<file path="config.mk">
export PLATFORM = sky130hd
export DESIGN_NAME = stage_demux_flat
export DESIGN_NICKNAME = d
export VERILOG_FILES = /design/src/rtl/stage_pkg.sv /design/src/rtl/stage_demux_if.sv /design/src/rtl/stage_demux_slot.sv /design/src/rtl/stage_demux.sv /design/src/flat_wrapper.sv
export SDC_FILE = /design/constraint.sdc
export NUM_CORES = 1
export LEC_CHECK = 0
export ABC_AREA = 1
export CAP_MARGIN = 15
export CORE_MARGIN = 2
export CORE_UTILIZATION = 40
export CTS_CLUSTER_DIAMETER = 40
export DETAILED_ROUTE_END_ITERATION = 8
export DONT_BUFFER_PORTS = 1
export SLEW_MARGIN = 20
export SYNTH_ARGS = -nofsm -noshare
export SYNTH_HDL_FRONTEND = slang
export SYNTH_HIERARCHICAL = 1
export SYNTH_SLANG_ARGS = --single-unit
</file>
<file path="constraint.sdc">
create_clock -name clk -period 2.3 [get_ports clk]
set_input_delay 0.345 -clock clk [delete_from_list [all_inputs] [get_ports clk]]
set_output_delay 0.345 -clock clk [all_outputs]
set_load 0.03 [all_outputs]
</file>
<file path="src/rtl/stage_pkg.sv">
// stage_pkg: shared constants and slot state type for the stage demultiplexer
package stage_pkg;
   localparam int DATA_W = 8;
   localparam logic SEL_A = 1'b1;
   localparam logic SEL_B = 1'b0;
   typedef enum logic {SLOT_EMPTY, SLOT_FULL} slot_state_t;
endpackage

</file>
<file path="src/rtl/stage_demux_if.sv">
// stage_demux_if: input stream (valid/ready/data/sel) plus output ports A and B
//   slave  : demux view (consumes in_*, produces a_*/b_*)
//   master : environment view (produces in_*, consumes a_*/b_*)
interface stage_demux_if import stage_pkg::*; #(parameter int W = DATA_W) ();
   logic         in_valid;
   logic         in_ready;
   logic [W-1:0] in_data;
   logic         in_sel;
   logic         a_valid;
   logic         a_ready;
   logic [W-1:0] a_data;
   logic         b_valid;
   logic         b_ready;
   logic [W-1:0] b_data;
   modport slave (
      input  in_valid, in_data, in_sel, a_ready, b_ready,
      output in_ready, a_valid, a_data, b_valid, b_data
   );
   modport master (
      output in_valid, in_data, in_sel, a_ready, b_ready,
      input  in_ready, a_valid, a_data, b_valid, b_data
   );
endinterface

</file>
<file path="src/rtl/stage_demux_slot.sv">
// demux_slot: one-entry output register with load/valid/ready handshake
//   clk, rst : clock, synchronous active-high reset
//   load, din: write a beat (caller only loads when avail=1)
//   ready    : consumer accepts; valid, data: held beat
//   avail    : slot can take a beat this cycle (empty, or draining now)
//   count    : drain counter, only with STAGE_DEMUX_STATS_EN
module demux_slot import stage_pkg::*; #(parameter int W = DATA_W) (
   input  logic         clk,
   input  logic         rst,
   input  logic         load,
   input  logic [W-1:0] din,
   input  logic         ready,
   output logic         valid,
   output logic [W-1:0] data,
   output logic         avail
`ifdef STAGE_DEMUX_STATS_EN
   ,
   output logic [15:0]  count
`endif
);
   slot_state_t state_q, state_d;
   assign valid = state_q == SLOT_FULL;
   assign avail = !valid || ready;
   // a load wins over a drain so a simultaneous drain+load stays FULL
   always_comb begin
      state_d = load ? SLOT_FULL : (valid && ready) ? SLOT_EMPTY : state_q;
   end
   always_ff @(posedge clk) begin
      if (rst) begin
         state_q <= SLOT_EMPTY;
         data    <= '0;
      end else begin
         state_q <= state_d;
         if (load) data <= din;
      end
   end
`ifdef STAGE_DEMUX_STATS_EN
   always_ff @(posedge clk) begin
      if (rst) count <= '0;
      else if (valid && ready) count <= count + 16'd1;
   end
`endif
endmodule

</file>
<file path="src/rtl/stage_demux.sv">
// stage_demux: steers a valid/ready stream to port A (sel=1) or port B (sel=0)
//   clk, rst : clock, synchronous active-high reset
//   bus      : stage_demux_if slave (in_*, a_*, b_*)
//   a_count, b_count : per-port drain counters, only with STAGE_DEMUX_STATS_EN
module stage_demux import stage_pkg::*; #(parameter int W = DATA_W) (
   input logic clk,
   input logic rst,
   stage_demux_if.slave bus
`ifdef STAGE_DEMUX_STATS_EN
   ,
   output logic [15:0] a_count,
   output logic [15:0] b_count
`endif
);
   logic avail_a, avail_b, xfer;
   // only the selected port's readiness matters; independent of in_valid
   assign bus.in_ready = bus.in_sel == SEL_A ? avail_a : avail_b;
   assign xfer = bus.in_valid && bus.in_ready;
   demux_slot #(.W(W)) u_a (
      .clk(clk), .rst(rst), .load(xfer && bus.in_sel == SEL_A), .din(bus.in_data),
      .ready(bus.a_ready), .valid(bus.a_valid), .data(bus.a_data), .avail(avail_a)
`ifdef STAGE_DEMUX_STATS_EN
      , .count(a_count)
`endif
   );
   demux_slot #(.W(W)) u_b (
      .clk(clk), .rst(rst), .load(xfer && bus.in_sel == SEL_B), .din(bus.in_data),
      .ready(bus.b_ready), .valid(bus.b_valid), .data(bus.b_data), .avail(avail_b)
`ifdef STAGE_DEMUX_STATS_EN
      , .count(b_count)
`endif
   );
endmodule

</file>
<file path="src/flat_wrapper.sv">
// flat-port wrapper written by rule: the top's interface ports become plain ports
module stage_demux_flat import stage_pkg::*;
#(parameter int W = DATA_W)
  (clk, rst, bus_in_valid, bus_in_data, bus_in_sel, bus_a_ready, bus_b_ready, bus_in_ready, bus_a_valid, bus_a_data, bus_b_valid, bus_b_data);
  stage_demux_if #(.W(W)) bus_i ();
  input logic clk;
  input logic rst;
  input wire logic [$bits(bus_i.in_valid)-1:0] bus_in_valid;
  input wire logic [$bits(bus_i.in_data)-1:0] bus_in_data;
  input wire logic [$bits(bus_i.in_sel)-1:0] bus_in_sel;
  input wire logic [$bits(bus_i.a_ready)-1:0] bus_a_ready;
  input wire logic [$bits(bus_i.b_ready)-1:0] bus_b_ready;
  output wire logic [$bits(bus_i.in_ready)-1:0] bus_in_ready;
  output wire logic [$bits(bus_i.a_valid)-1:0] bus_a_valid;
  output wire logic [$bits(bus_i.a_data)-1:0] bus_a_data;
  output wire logic [$bits(bus_i.b_valid)-1:0] bus_b_valid;
  output wire logic [$bits(bus_i.b_data)-1:0] bus_b_data;
  assign bus_i.in_valid = bus_in_valid;
  assign bus_i.in_data = bus_in_data;
  assign bus_i.in_sel = bus_in_sel;
  assign bus_i.a_ready = bus_a_ready;
  assign bus_i.b_ready = bus_b_ready;
  assign bus_in_ready = bus_i.in_ready;
  assign bus_a_valid = bus_i.a_valid;
  assign bus_a_data = bus_i.a_data;
  assign bus_b_valid = bus_i.b_valid;
  assign bus_b_data = bus_i.b_data;
  stage_demux #(.W(W)) u_core (.clk(clk), .rst(rst), .bus(bus_i));
endmodule
</file>
==> results.py <==
metrics = {
    "clock_tree": {
        "clk_pin_slew_ns": 0.10,
        "htree_num_levels": 1,
        "cts-buffers-inserted": 3,
        "cts_tree": "done",
        "postCtsSetupBuffers": 0,
        "cts_resized": 0,
        "ctsHoldBuffers": 0,
        "numClockSinks": 18,
        "clock_path_buffers": 2,
        "cts-root-buf": "clkbuf_4",
        "clk_latency_ns": 0.28,
    },
    "yosys": {
        "seq_area_frac_synth_pct": 56.36,
        "synth_xor_xnor_area_share_pct": 0,
        "syn_nets": 97,
        "ys_seq_elements": 18,
        "synth_top_family_by_area": "simple AND/OR/NAND/NOR gates",
        "synth_compound_area_share_pct": 15.26,
        "synth_fa_ha_area_share_pct": 0,
        "synth.avg_cell_area_um2": 7.703,
        "yosysWarningCount": 6,
        "syn-cell-area_um2": 639.4,
        "post_synth_num_cell_types": 9,
        "synth-simple-area-share_pct": 23.68,
        "yosysTopAreaCell": "dfxtp_1",
        "synthMuxAreaShare_pct": 0,
        "synthCells": 83,
        "synth.top_cell.area_share_pct": 56.36,
        "ys_top_cells_by_area": "dfxtp_1 56%, nor2_1 19%, o21ai_0 13%",
    },
    "place": {
        "dp_hpwl_um": 1017,
        "gp_congestion": 0.7523,
        "pre_cts_ws_ns": 0.8142,
        "port_buffers": 0,
    },
    "grt": {
        "antenna_found_initial": 0,
        "grt_max_degree": 11,
        "grt_usage_pct": 15.61,
        "grt_pass1_wl_um": 2208,
        "grt_pass1_vias": 545,
        "grt_overflow_total": 0,
    },
    "finish": {
        "layout_commonest_cell": "nor2_1",
        "antenna_cells": 0,
        "syn2layout_area_growth_pct": 8.806,
        "layout-drive-gt1-share_pct": 11.49,
        "fillers": 151,
        "nets": 102,
        "mostFrequentLayoutCells": "33 x nor2_1, 18 x dfxtp_1, 16 x o21ai_0",
    },
    "power": {
        "irDropWorstVdd_mv": 0.3722,
        "p_seq_share_pct": 62.4,
        "switching_share_pct": 28.55,
        "clkPwrFrac_pct": 30.5,
        "powerDensity_nw_per_um2": 891.1,
        "power.share.combinational_pct": 7.1,
        "p_int_uw": 442.9,
        "power_leakage_uw": 0.0003223,
        "power_switching_uw": 177.0,
    },
    "routing": {
        "drcViolationCount": 0,
        "finalWirelength_um": 1354,
        "wl_per_cell_um": 13.15,
        "vias_per_cell": 5.087,
        "drtIter0Drc": 4,
        "vias": 524,
        "ant_nets": 0,
        "drtPass1Iterations": 4,
    },
    "flow_run": {
        "max_cap_viol_count": 0,
    },
    "timing": {
        "fin_crit_sh_pct": 69.40,
        "min_period_ns": 1.596,
        "maxSlewViolCount": 0,
        "hold_violations": 0,
        "worst_pin_slew_ns": 0.4800,
        "setup_slack_ns": 0.7038,
        "clock_skew_ns": 0.002178,
        "setup_viol": 0,
        "relSlewSlack_pct": 67.88,
        "rsz0062_at_grt": "false",
        "hold_ws_ns": 0.1030,
        "timing.fmax_ghz": 0.6265,
        "tns_ns": 0,
    },
    "floorplanning": {
        "dieWidth_um": 43.98,
        "core-area_um2": 1506,
        "fp.dieArea_um2": 1934,
        "num_rows": 14,
        "initial_core_util_pct": 42.44,
        "io-pin-count": 33,
        "die_h_um": 43.98,
    },
    "worst_setup_path": {
        "cp-start-kind": "flip-flop",
        "required_ns": 1.96,
        "worstPathArrival_ns": 1.25,
        "crit_path_end_kind": "output port",
        "worst-setup-path-type": "reg -> out",
        "cp_max_fo": 2,
    },
    "outcome": {
        "status": "finished, final reports clean",
    },
    "worst_hold_path": {
        "hp-class": "in -> reg",
    },
}
[worst max-delay path, cell delays in order, from the launching register on]
cell and delay (ns):
dfxtp_1 0.52, nand2_1 0.15, nand2_2 0.10, nand2_1 0.19
[power groups by stage]
stage	registers, µW	clock network, µW	logic (µW)
floorplan	391	0	36.8
global placement	395	0	43.3
detailed placement	395	0	44.2
CTS	388	197	44.8
global route	390	211	52.2
finish	387	189	44.0
[per-stage QoR]
stage / power (µW) / utilization, % / cells / area, µm²
floorplan: 427.8 / - / 83 / 639.4
detailed placement: 439.2 / 43.77 / 99 / 659.4
global placement: 438.5 / 43.77 / 99 / 659.4
global route: 653.0 / 46.18 / 103 / 695.7
CTS: 628.9 / 46.18 / 103 / 695.7
finish: 619.9 / 46.18 / 103 / 695.7
[logic make-up (layout without fill, tap and decap cells)]
| family | after synthesis | count (layout) |
|---|---|---|
| buffers and inverters | 8 | 12 |
| flip-flops | 18 | 18 |
| AND/OR/NAND/NOR | 39 | 39 |
| AO/OA/AOI/OAI | 18 | 18 |
[synth_stat cells]
master    n
nor2_2    1
a21oi_2   2
nand2_2   1
nand2_1   4
inv_1     6
dfxtp_1  18
o21ai_0  16
inv_2     2
nor2_1   33
[routing by layer]
layer | up-vias | GRT usage [%] | part of all wire (%)
li1 | 269 | - | -
met2 | 24 | 21.18 | 42
met3 | 2 | 7.500 | 14
met1 | 229 | 19.95 | 43
met5 | - | 0 | 0
met4 | 0 | 9.091 | 0.96
[sequential cells by signal (all words and copies together), names as in the netlist]
signal	flops
u_core/u_b/data	8
u_core/u_b/valid	1
u_core/u_a/data	8
u_core/u_a/valid	1
[layout make-up]
type / count / area [µm²] / area share, %
inverters: 8 / 30.03 / 4.317
well taps: 16 / 20.02 / 2.878
multi-input cells: 57 / 249.0 / 35.79
clock buffers: 4 / 36.28 / 5.216
flip-flops and latches: 18 / 360.3 / 51.80
[final timing paths]
| path | cells past startpoint | startpoint | slack (ns) | to |
|---|---|---|---|---|
| worst max-delay path | 3 | u_core/u_b/valid | 0.70 | bus_in_ready |
| worst min-delay path | 1 | rst | 0.10 | u_core/u_b/valid |
| worst max register to register | 6 | u_core/u_a/valid | 0.82 | u_core/u_a/data[6] |
| worst min register to register | 2 | u_core/u_a/valid | 0.64 | u_core/u_a/valid |
Power figures use the tool's default switching activity.
==> edit (same settings) <==
Set the package constant `DATA_W` to 12 (it was 8).
--- a/src/rtl/stage_pkg.sv
+++ b/src/rtl/stage_pkg.sv
@@ -1,6 +1,6 @@
 // stage_pkg: shared constants and slot state type for the stage demultiplexer
 package stage_pkg;
-   localparam int DATA_W = 8;
+   localparam int DATA_W = 12;
    localparam logic SEL_A = 1'b1;
    localparam logic SEL_B = 1'b0;
    typedef enum logic {SLOT_EMPTY, SLOT_FULL} slot_state_t;
Interface: changed (resized bus_a_data, bus_b_data and bus_in_data); port bits go from 33 to 45. The function was not compared with the original's and may differ.
==> edit against the unedited design <==
- total power increased by 39%
- sequential cell count increased by 8
- clock power increased by 24%
- area after synthesis increased by 49%
- final area increased by 40%
- hold slack got worse by 0.045 ns
- worst setup slack got worse by 0.20 ns
- core utilization decreased by 2.7 points
- first-iteration DRC count increased to 5.0 times the old value
- clock skew about the same
- routed wire length increased by 59%
- largest power group unchanged
==> edit: results (changes against the unedited design) <==
Status:
- The run finished with clean final reports.

Logic synthesis:
- The share of synthesized area occupied by flip-flops and latches is 54.7% (-1.7 points).
- By area the synthesized netlist is led by sky130_fd_sc_hd__dfxtp_1 55%, sky130_fd_sc_hd__nor2_1 19%, sky130_fd_sc_hd__o21ai_0 11%.
- Counting instances in the post-synthesis netlist gives the leading cell types as 49 x sky130_fd_sc_hd__nor2_1, 26 x sky130_fd_sc_hd__dfxtp_1, 20 x sky130_fd_sc_hd__o21ai_0.
- The number of library cell types mapped by synthesis is 13 (+4).
- The number of warning messages in the yosys log came to 6 (unchanged).
- The gate count of the mapped netlist is 121 (+46%).
- The proportion of register bits with asynchronous set or reset after synthesis is 0% (unchanged).
- The most used flip-flop cell after synthesis is sky130_fd_sc_hd__dfxtp_1.

Final layout:
- The final-stage net count is 138 (+35%).
- The number of standard cells in the final layout excluding fillers was 147 (+43%).
- The layout cell share with drive strength beyond 1 came to 8.40% (-3.1 points).
- The count of fill cells added during filler insertion came to 232 (+54%).
- In the final layout, the registers with the most flip-flops are u_core/u_a/data x12, u_core/u_b/data x12.

Routing:
- The number of DRC markers after the initial detailed-route iteration came to 20 (+16).
- The detail-routed via count per cell came to 5.10 (+0.29%).
- The detailed-routing iteration count for the pre-antenna-repair pass is 4 (unchanged).
- The number of remaining DRC errors is 0 (unchanged).
- The average detailed-routed wire length per instance is 14.7 um (+12%).

Global routing:
- The global-route wire length before repair is 3.36 mm (+52%).
- The pin count of the biggest net entering global routing is 15 (+4).
- The initial antenna violation count was 0 (unchanged).
- The via count of the first global-routing pass is 678 (+24%).
- The overall global routing resource usage came to 17.3% (+1.7 points).

Placement:
- The detailed placement HPWL came to 1.58 mm (+56%).
- The quantity of I/O buffers inserted on ports is 0 (unchanged).
- The worst slack after detailed placement is 0.528 ns (-0.287 ns).
- The last weighted congestion value of the routability-driven placer is 0.760 (+0.96%).
- The instance area after placement is 935 sq um (+42%).

Clocking:
- The maximum clock path buffer count came to 2 (unchanged).
- The insertion delay of the later-clocked pin in the worst-skew pair was 0.32 ns (+0.04 ns).
- The clock transition at the registers of the reported paths was 0.14 ns (+0.04 ns).
- The number of buffers added by the clock tree synthesis step came to 3 (unchanged).
- The number of cells upsized or downsized after cts is 0 (unchanged).
- The number of levels the H-tree was split into came to 1 (unchanged).
- The root buffer cell is sky130_fd_sc_hd__clkbuf_4.

Worst setup path:
- The type of element launching the critical path is a register.
- The maximum fanout encountered on the critical timing path is 13 (+11).
- The reg-to-reg setup timing slack is 0.50 ns (-0.32 ns).
- The most critical setup path has its endpoint at u_core/u_a/data[5].
- The standard cell with the maximum stage delay on the critical path is sky130_fd_sc_hd__nor2_1.
- The critical path data arrival time came to 2.03 ns (+0.78 ns).
- The beginning of the worst register-to-register path is u_core/u_a/valid.

Timing:
- The final critical-path share of the clock period is 78.3% (+8.9 points).
- The final worst clock skew is 0.00206 ns (-0.000116 ns).
- The headroom to the max-slew limit is 53.9% (-14 points).

Power:
- The cell-internal power is 597 uW (+35%).
- The peak supply drop is 0.491 mV (+32%).
- The leakage power is 0.437 nW (+36%).
-- edit: worst max-delay path: cells and delay by family (launching register included) --
kind / cells / cell delay, ns
flops: 1 / 0.44
buf+inv: 1 / 0.26
simple gates: 5 / 1.02
-- edit: area by class of cell --
type / count / area, sq um / area share [%]
sequential: 26 / 520 / 53.6
clock buffer: 4 / 36.3 / 3.74
multi-input combinational: 81 / 349 / 36.0
tap: 28 / 35.0 / 3.61
inverter: 8 / 30.0 / 3.09
-- edit: cells by family (layout without fill, tap and decap cells) --
logic type,Yosys count,in the layout,share of synthesized area (%)
DFF,26,26,54.7
AOI/OAI and AO/OA,26,26,14.5
and+or+nand+nor,55,55,22.2
buffers and inverters,14,12,8.67
-- edit: worst min-delay path by stage --
stage / start / endpoint / slack [ns] / cells after the start
finish: rst / u_core/u_b/valid / 0.06 / 1
CTS: rst / u_core/u_a/valid / 0.05 / 1
floorplan: rst / u_core/u_a/valid / 0.41 / 1
detailed placement: rst / u_core/u_a/valid / 0.41 / 1
global placement: rst / u_core/u_b/valid / 0.41 / 1
global route: rst / u_core/u_a/valid / 0.04 / 1
-- edit: power groups by stage --
stage,Sequential [mW],Clock [mW],Combinational [mW]
after floorplan,0.566,0,0.0596
after global routing,0.565,0.256,0.0728
final,0.562,0.235,0.0622
after detailed placement,0.573,0,0.0619
after CTS,0.563,0.239,0.0624
after global placement,0.572,0,0.0597
-- edit: metal layers --
metal	routed length (um)	track usage (%)
met4	26	8.97
met3	241	6.86
met2	911	24.4
met5	0	0
met1	976	22.4
